$ cat src/rtl/gate_sweep_ctrl.sv
// gate_sweep_ctrl: clocked exhaustive sweep of a small combinational gate.
// Walks every input vector, holds each one for SETTLE cycles, samples the
// gate output into a captured truth table and compares it to the expected one.
//
// Handshake: start is level-sampled and only acted on in IDLE; done is a
// single-cycle pulse in FINISH, and the results (captured/pass/fail_idx) stay
// valid from that pulse until the next accepted start or reset.
module gate_sweep_ctrl #(
    parameter int N_IN   = 2,
    parameter int SETTLE = 1
) (
    input  logic                 clk,
    input  logic                 reset,
    input  logic                 start,
    input  logic [2**N_IN-1:0]   expected,
    input  logic                 dut_s,
    output logic [N_IN-1:0]      stim,
    output logic                 busy,
    output logic                 done,
    output logic [2**N_IN-1:0]   captured,
    output logic                 pass,
    output logic [N_IN-1:0]      fail_idx,
    output logic [1:0]           state_dbg
);

    typedef enum logic [1:0] {
        S_IDLE   = 2'd0,
        S_DRIVE  = 2'd1,
        S_SAMPLE = 2'd2,
        S_FINISH = 2'd3
    } state_t;

    // Settle counter runs 0..SETTLE-1 while in DRIVE.
    localparam logic [3:0]      SETTLE_LAST = 4'(SETTLE - 1);
    localparam logic [N_IN-1:0] STIM_LAST   = {N_IN{1'b1}};

    state_t              state;
    state_t              state_nx;
    logic [3:0]          settle_cnt;
    logic [2**N_IN-1:0]  exp_lat;
    logic [2**N_IN-1:0]  cap_nx;
    logic                first_fail;
    logic                mismatch;

    // State register.
    always_ff @(posedge clk) begin
        if (reset) begin
            state <= S_IDLE;
        end else begin
            state <= state_nx;
        end
    end

    // Next-state logic: one DRIVE/SAMPLE pair per vector, last vector exits.
    always_comb begin
        state_nx = state;
        case (state)
            S_IDLE:   if (start) state_nx = S_DRIVE;
            S_DRIVE:  if (settle_cnt == SETTLE_LAST) state_nx = S_SAMPLE;
            S_SAMPLE: state_nx = (stim == STIM_LAST) ? S_FINISH : S_DRIVE;
            S_FINISH: state_nx = S_IDLE;
            default:  state_nx = S_IDLE;
        endcase
    end

    // Outputs decoded purely from the current state.
    always_comb begin
        busy      = (state == S_DRIVE) || (state == S_SAMPLE);
        done      = (state == S_FINISH);
        state_dbg = state;
    end

    // Captured table with the current sample merged in, and the per-vector compare.
    always_comb begin
        cap_nx       = captured;
        cap_nx[stim] = dut_s;
        mismatch     = (dut_s != exp_lat[stim]);
    end

    // Settle counter: counts DRIVE cycles, cleared everywhere else.
    always_ff @(posedge clk) begin
        if (reset) begin
            settle_cnt <= 4'd0;
        end else if (state == S_DRIVE && settle_cnt != SETTLE_LAST) begin
            settle_cnt <= settle_cnt + 4'd1;
        end else begin
            settle_cnt <= 4'd0;
        end
    end

    // Sweep datapath: stimulus counter, capture, first-fail tracking, verdict.
    always_ff @(posedge clk) begin
        if (reset) begin
            stim       <= '0;
            captured   <= '0;
            exp_lat    <= '0;
            pass       <= 1'b0;
            fail_idx   <= '0;
            first_fail <= 1'b0;
        end else begin
            case (state)
                S_IDLE: begin
                    if (start) begin
                        exp_lat    <= expected;
                        captured   <= '0;
                        pass       <= 1'b0;
                        fail_idx   <= '0;
                        first_fail <= 1'b0;
                        stim       <= '0;
                    end
                end
                S_SAMPLE: begin
                    captured <= cap_nx;
                    if (mismatch && !first_fail) begin
                        fail_idx   <= stim;
                        first_fail <= 1'b1;
                    end
                    if (stim == STIM_LAST) begin
                        // Verdict uses the table including this last sample.
                        pass <= (cap_nx == exp_lat);
                    end else begin
                        stim <= stim + N_IN'(1);
                    end
                end
                S_FINISH: begin
                    // Last vector is held through FINISH, then drops to 0 for IDLE.
                    stim <= '0;
                end
                default: begin
                end
            endcase
        end
    end

endmodule

$ cat config.mk
export PLATFORM = sky130hd
export DESIGN_NAME = gate_sweep_ctrl
export DESIGN_NICKNAME = d
export VERILOG_FILES = /design/src/rtl/gate_sweep_ctrl.sv
export SDC_FILE = /design/constraint.sdc
export NUM_CORES = 1
export LEC_CHECK = 0
export BUFFER_PORTS_ARGS = -buffer_cell sky130_fd_sc_hd__buf_4
export CAP_MARGIN = 40
export CORE_ASPECT_RATIO = 1.2
export CORE_UTILIZATION = 45
export CTS_BUF_LIST = sky130_fd_sc_hd__clkbuf_8
export CTS_CLUSTER_SIZE = 10
export DETAILED_ROUTE_END_ITERATION = 7
export PLACE_DENSITY = 0.74
export SYNTH_ARGS = -nofsm -noshare
export SYNTH_HDL_FRONTEND = slang
export SYNTH_SLANG_ARGS = --single-unit
$ cat constraint.sdc
create_clock -name clk -period 2.3 [get_ports clk]
set_clock_uncertainty 0.05 [all_clocks]
set_input_delay 0.345 -clock clk [delete_from_list [all_inputs] [get_ports clk]]
set_output_delay 0.345 -clock clk [all_outputs]
set_load 0.05 [all_outputs]
==> results.sh <==
export IMPL_status="complete, no violations"
export IMPL_cts_root_buf="clkbuf_8"
export IMPL_dieArea_mm2=0.00278
export IMPL_slew_viol_final=0
export IMPL_synth_nets=154
export IMPL_timing_rr_start="state_dbg[0]$_SDFFE_PP0P_"
export IMPL_routed_via_density=5.63
export IMPL_crit_path_top_delay_cell="mux2i_1"
export IMPL_io_pins=21
export IMPL_gp_congestion=0.873
export IMPL_critical_path_max_stage_delay_ns=0.50
export IMPL_synth_area_leaders="dfxtp_1 (35%), ha_1 (13%), mux2i_1 (6.9%)"
export IMPL_slew_limit_headroom_pct=66.9
export IMPL_cts_inserted_buffers=3
export IMPL_startpoint_type="flop"
export IMPL_hold_slack_ns=0.297
export IMPL_drv_cap=0
export IMPL_synth_edff_count=0
export IMPL_tightest_slew_ns=0.483
export IMPL_remaining_drc_errors=0
export IMPL_async_flop_share_pct=0
export IMPL_hold_class="primary input to flop"
export IMPL_cts_resized=0
export IMPL_numClockSinks=20
export IMPL_clk_pin_slew_worst_paths_ns=0.07
export IMPL_vdd_ir_drop_max_mv=0.533
export IMPL_cp_cell_sequence="inv_1, ha_1, mux2i_1, a32oi_1, or2_2, mux2i_1"
export IMPL_rsz0062_at_grt="no"
export IMPL_p_leak_nw=0.547
export IMPL_clk_path_buf_depth=2
export IMPL_post_route_period_util_pct=88.4
export IMPL_finalSetupTns_ns=0
export IMPL_worst_slack_ns=0.266
export IMPL_start_util_pct=49.1
export IMPL_grt_pass1_vias=894
export IMPL_vias=1024
export IMPL_critPathRequiredTime_ns=2.44
export IMPL_synth_seq_cells=20
export IMPL_row_count=19
export IMPL_ys_types=33
export IMPL_drt_wirelength_per_cell_um=13.6
export IMPL_crit_fanout=9
export IMPL_grt_max_degree=17
export IMPL_grt_pass1_wl_um=3930
export IMPL_die_w_um=48.3
export IMPL_drt_antenna_violating_nets=0
export IMPL_drive_above_1_share_pct=17.2
export IMPL_crit_path_start="state_dbg[0]$_SDFFE_PP0P_"
export IMPL_nets=173
export IMPL_synthTopCellsByCount="dfxtp_1 (20), ha_1 (12), nor2_1 (11)"
export IMPL_cp_arrival_ns=2.17
export IMPL_syn_avg_cell_area_um2=8.63
export IMPL_cp_common_cell="mux2i_1"
export IMPL_synthCells=134
export IMPL_cts_htree_levels=1
export IMPL_post_route_min_period_ns=2.03
export IMPL_port_buffers=20
export IMPL_setup_viol=0
export IMPL_drtIter0Drc=26
export IMPL_core_area_mm2=0.00235
export IMPL_wl_met2_um=1260
export IMPL_finalHoldViolations=0
export IMPL_r2r_setup_slack_ns=0.27
export IMPL_final_util_pct=57.3
export IMPL_netlist_area_mm2=0.00116
export IMPL_met1_length_um=1040
export IMPL_dp_hpwl_um=1850
export IMPL_yosys_area_top_type="dfxtp_1"
export IMPL_powerDensity_mw_per_mm2=713
export IMPL_ys_seq_area_share_pct=34.6
export IMPL_cts_tree="done"
export IMPL_route_top_layer_used="met4"
export IMPL_antenna_found_initial=0
export IMPL_post_cts_setup_buffers=0
export IMPL_grt_usage_pct=19.5
export IMPL_synth_top_area_share_pct=34.6
export IMPL_n_fill_cell=208
export IMPL_ys_flop_type="dfxtp_1"
export IMPL_criticalPathCategory="flop to flop"
export IMPL_fmax_mhz=492
export IMPL_clock_latency_ns=0.25
export IMPL_finalPower_w=0.000961
export IMPL_diodes=0
export IMPL_cts_hold_buf=0
export IMPL_crit_path_end_kind="flop"
export IMPL_pre_cts_slack_ns=0.323
export IMPL_r2r_cells=6
export IMPL_wirelength_um=2470
export IMPL_grt_overflow_total=0
export IMPL_wl_met3_um=135
export IMPL_drt_pass1_iterations=4
export IMPL_die_y_um=57.5
export IMPL_cp_endpoint="fail_idx[1]$_SDFFE_PP0P_"
export IMPL_regToRegEndpoint="fail_idx[1]$_SDFFE_PP0P_"
export IMPL_yosys_warnings=0
export IMPL_area_delta_synth_final_pct=16.7
export IMPL_synth_most_common_cell="dfxtp_1"
placed cells by master (no fill, tap or decap), types with 2 or more instances in the layout:
cell and instances:
buf_4 20, nor2_1 11, mux2i_1 8, clkbuf_8 3, nand3_1 10, nor3_1 3
ha_1 12, inv_1 10, dfxtp_1 20, nand2_1 10, nand2b_1 4, a21oi_1 9
a32oi_1 3, xnor2_1 5, xor2_1 3, o21ai_0 4, or2_2 2
worst min path at each step:
stage                        startpoint                   endpoint  slack [ns]  depth (start not counted)
2_1_floorplan                     reset  state_dbg[1]$_SDFFE_PP0P_        0.37                          1
3_3_place_gp   settle_cnt[0]$_SDFF_PP0_   settle_cnt[0]$_SDFF_PP0_        0.40                          1
3_5_place_dp   settle_cnt[0]$_SDFF_PP0_   settle_cnt[0]$_SDFF_PP0_        0.40                          1
4_1_cts                     expected[0]    exp_lat[0]$_SDFFE_PP0P_        0.31                          3
5_1_grt                     expected[1]    exp_lat[1]$_SDFFE_PP0P_        0.31                          3
6_report                    expected[1]    exp_lat[1]$_SDFFE_PP0P_        0.30                          3
cell families (layout without fill, tap and decap cells):
kind of cell	Yosys count	after routing	share of synthesized area, %
multiplexers	8	8	6.93
flip-flops	20	20	34.6
adder cells (fa/ha/maj)	12	12	13.0
XOR/XNOR	8	8	6.06
AO/OA/AOI/OAI	25	25	14.3
buffers and inverters	16	33	6.49
AND/OR/NAND/NOR	45	45	18.6
critical path, delay by kind of cell (launching register included):
kind / cells / cell delay [ns]
buffers and inverters: 1 / 0.14
muxes: 2 / 0.62
and+or+nand+nor: 1 / 0.30
AOI/OAI and AO/OA: 1 / 0.11
DFF: 1 / 0.38
adders and majority gates: 1 / 0.37
report_power, final:
group	internal, W	leakage (nW)	switching, W
registers	0.000367	0.162	0.0000287
clock network	0.000117	0.0216	0.000112
logic	0.000114	0.363	0.000223
total	0.000598	0.547	0.000364
layout make-up:
cell class / count / area (um2) / area share [%]
well taps: 31 / 38.8 / 2.88
inverters: 10 / 37.5 / 2.78
clock buffers: 3 / 41.3 / 3.06
repair buffers: 20 / 150 / 11.1
flip-flops and latches: 20 / 400 / 29.7
multi-input cells: 98 / 681 / 50.5
sequential cells by signal (all words and copies together), names as in the netlist:
| register | flops |
|---|---|
| captured | 4 |
| exp_lat | 4 |
| fail_idx | 2 |
| first_fail | 1 |
| pass | 1 |
| settle_cnt | 4 |
| state_dbg | 2 |
| stim | 2 |
per-stage QoR:
| stage | area, um2 | std cells |
|---|---|---|
| finish | 1350 | 182 |
| global route | 1350 | 182 |
| CTS | 1350 | 182 |
| detailed placement | 1310 | 179 |
| global placement | 1310 | 179 |
| floorplan | 1160 | 134 |
metal layers:
layer / vias up / global-route usage, %
met5: - / 0
met3: 6 / 3.48
li1: 495 / -
met1: 482 / 25.2
met2: 41 / 30.9
met4: 0 / 7.94
No activity file was read; power rests on OpenSTA's default activity.
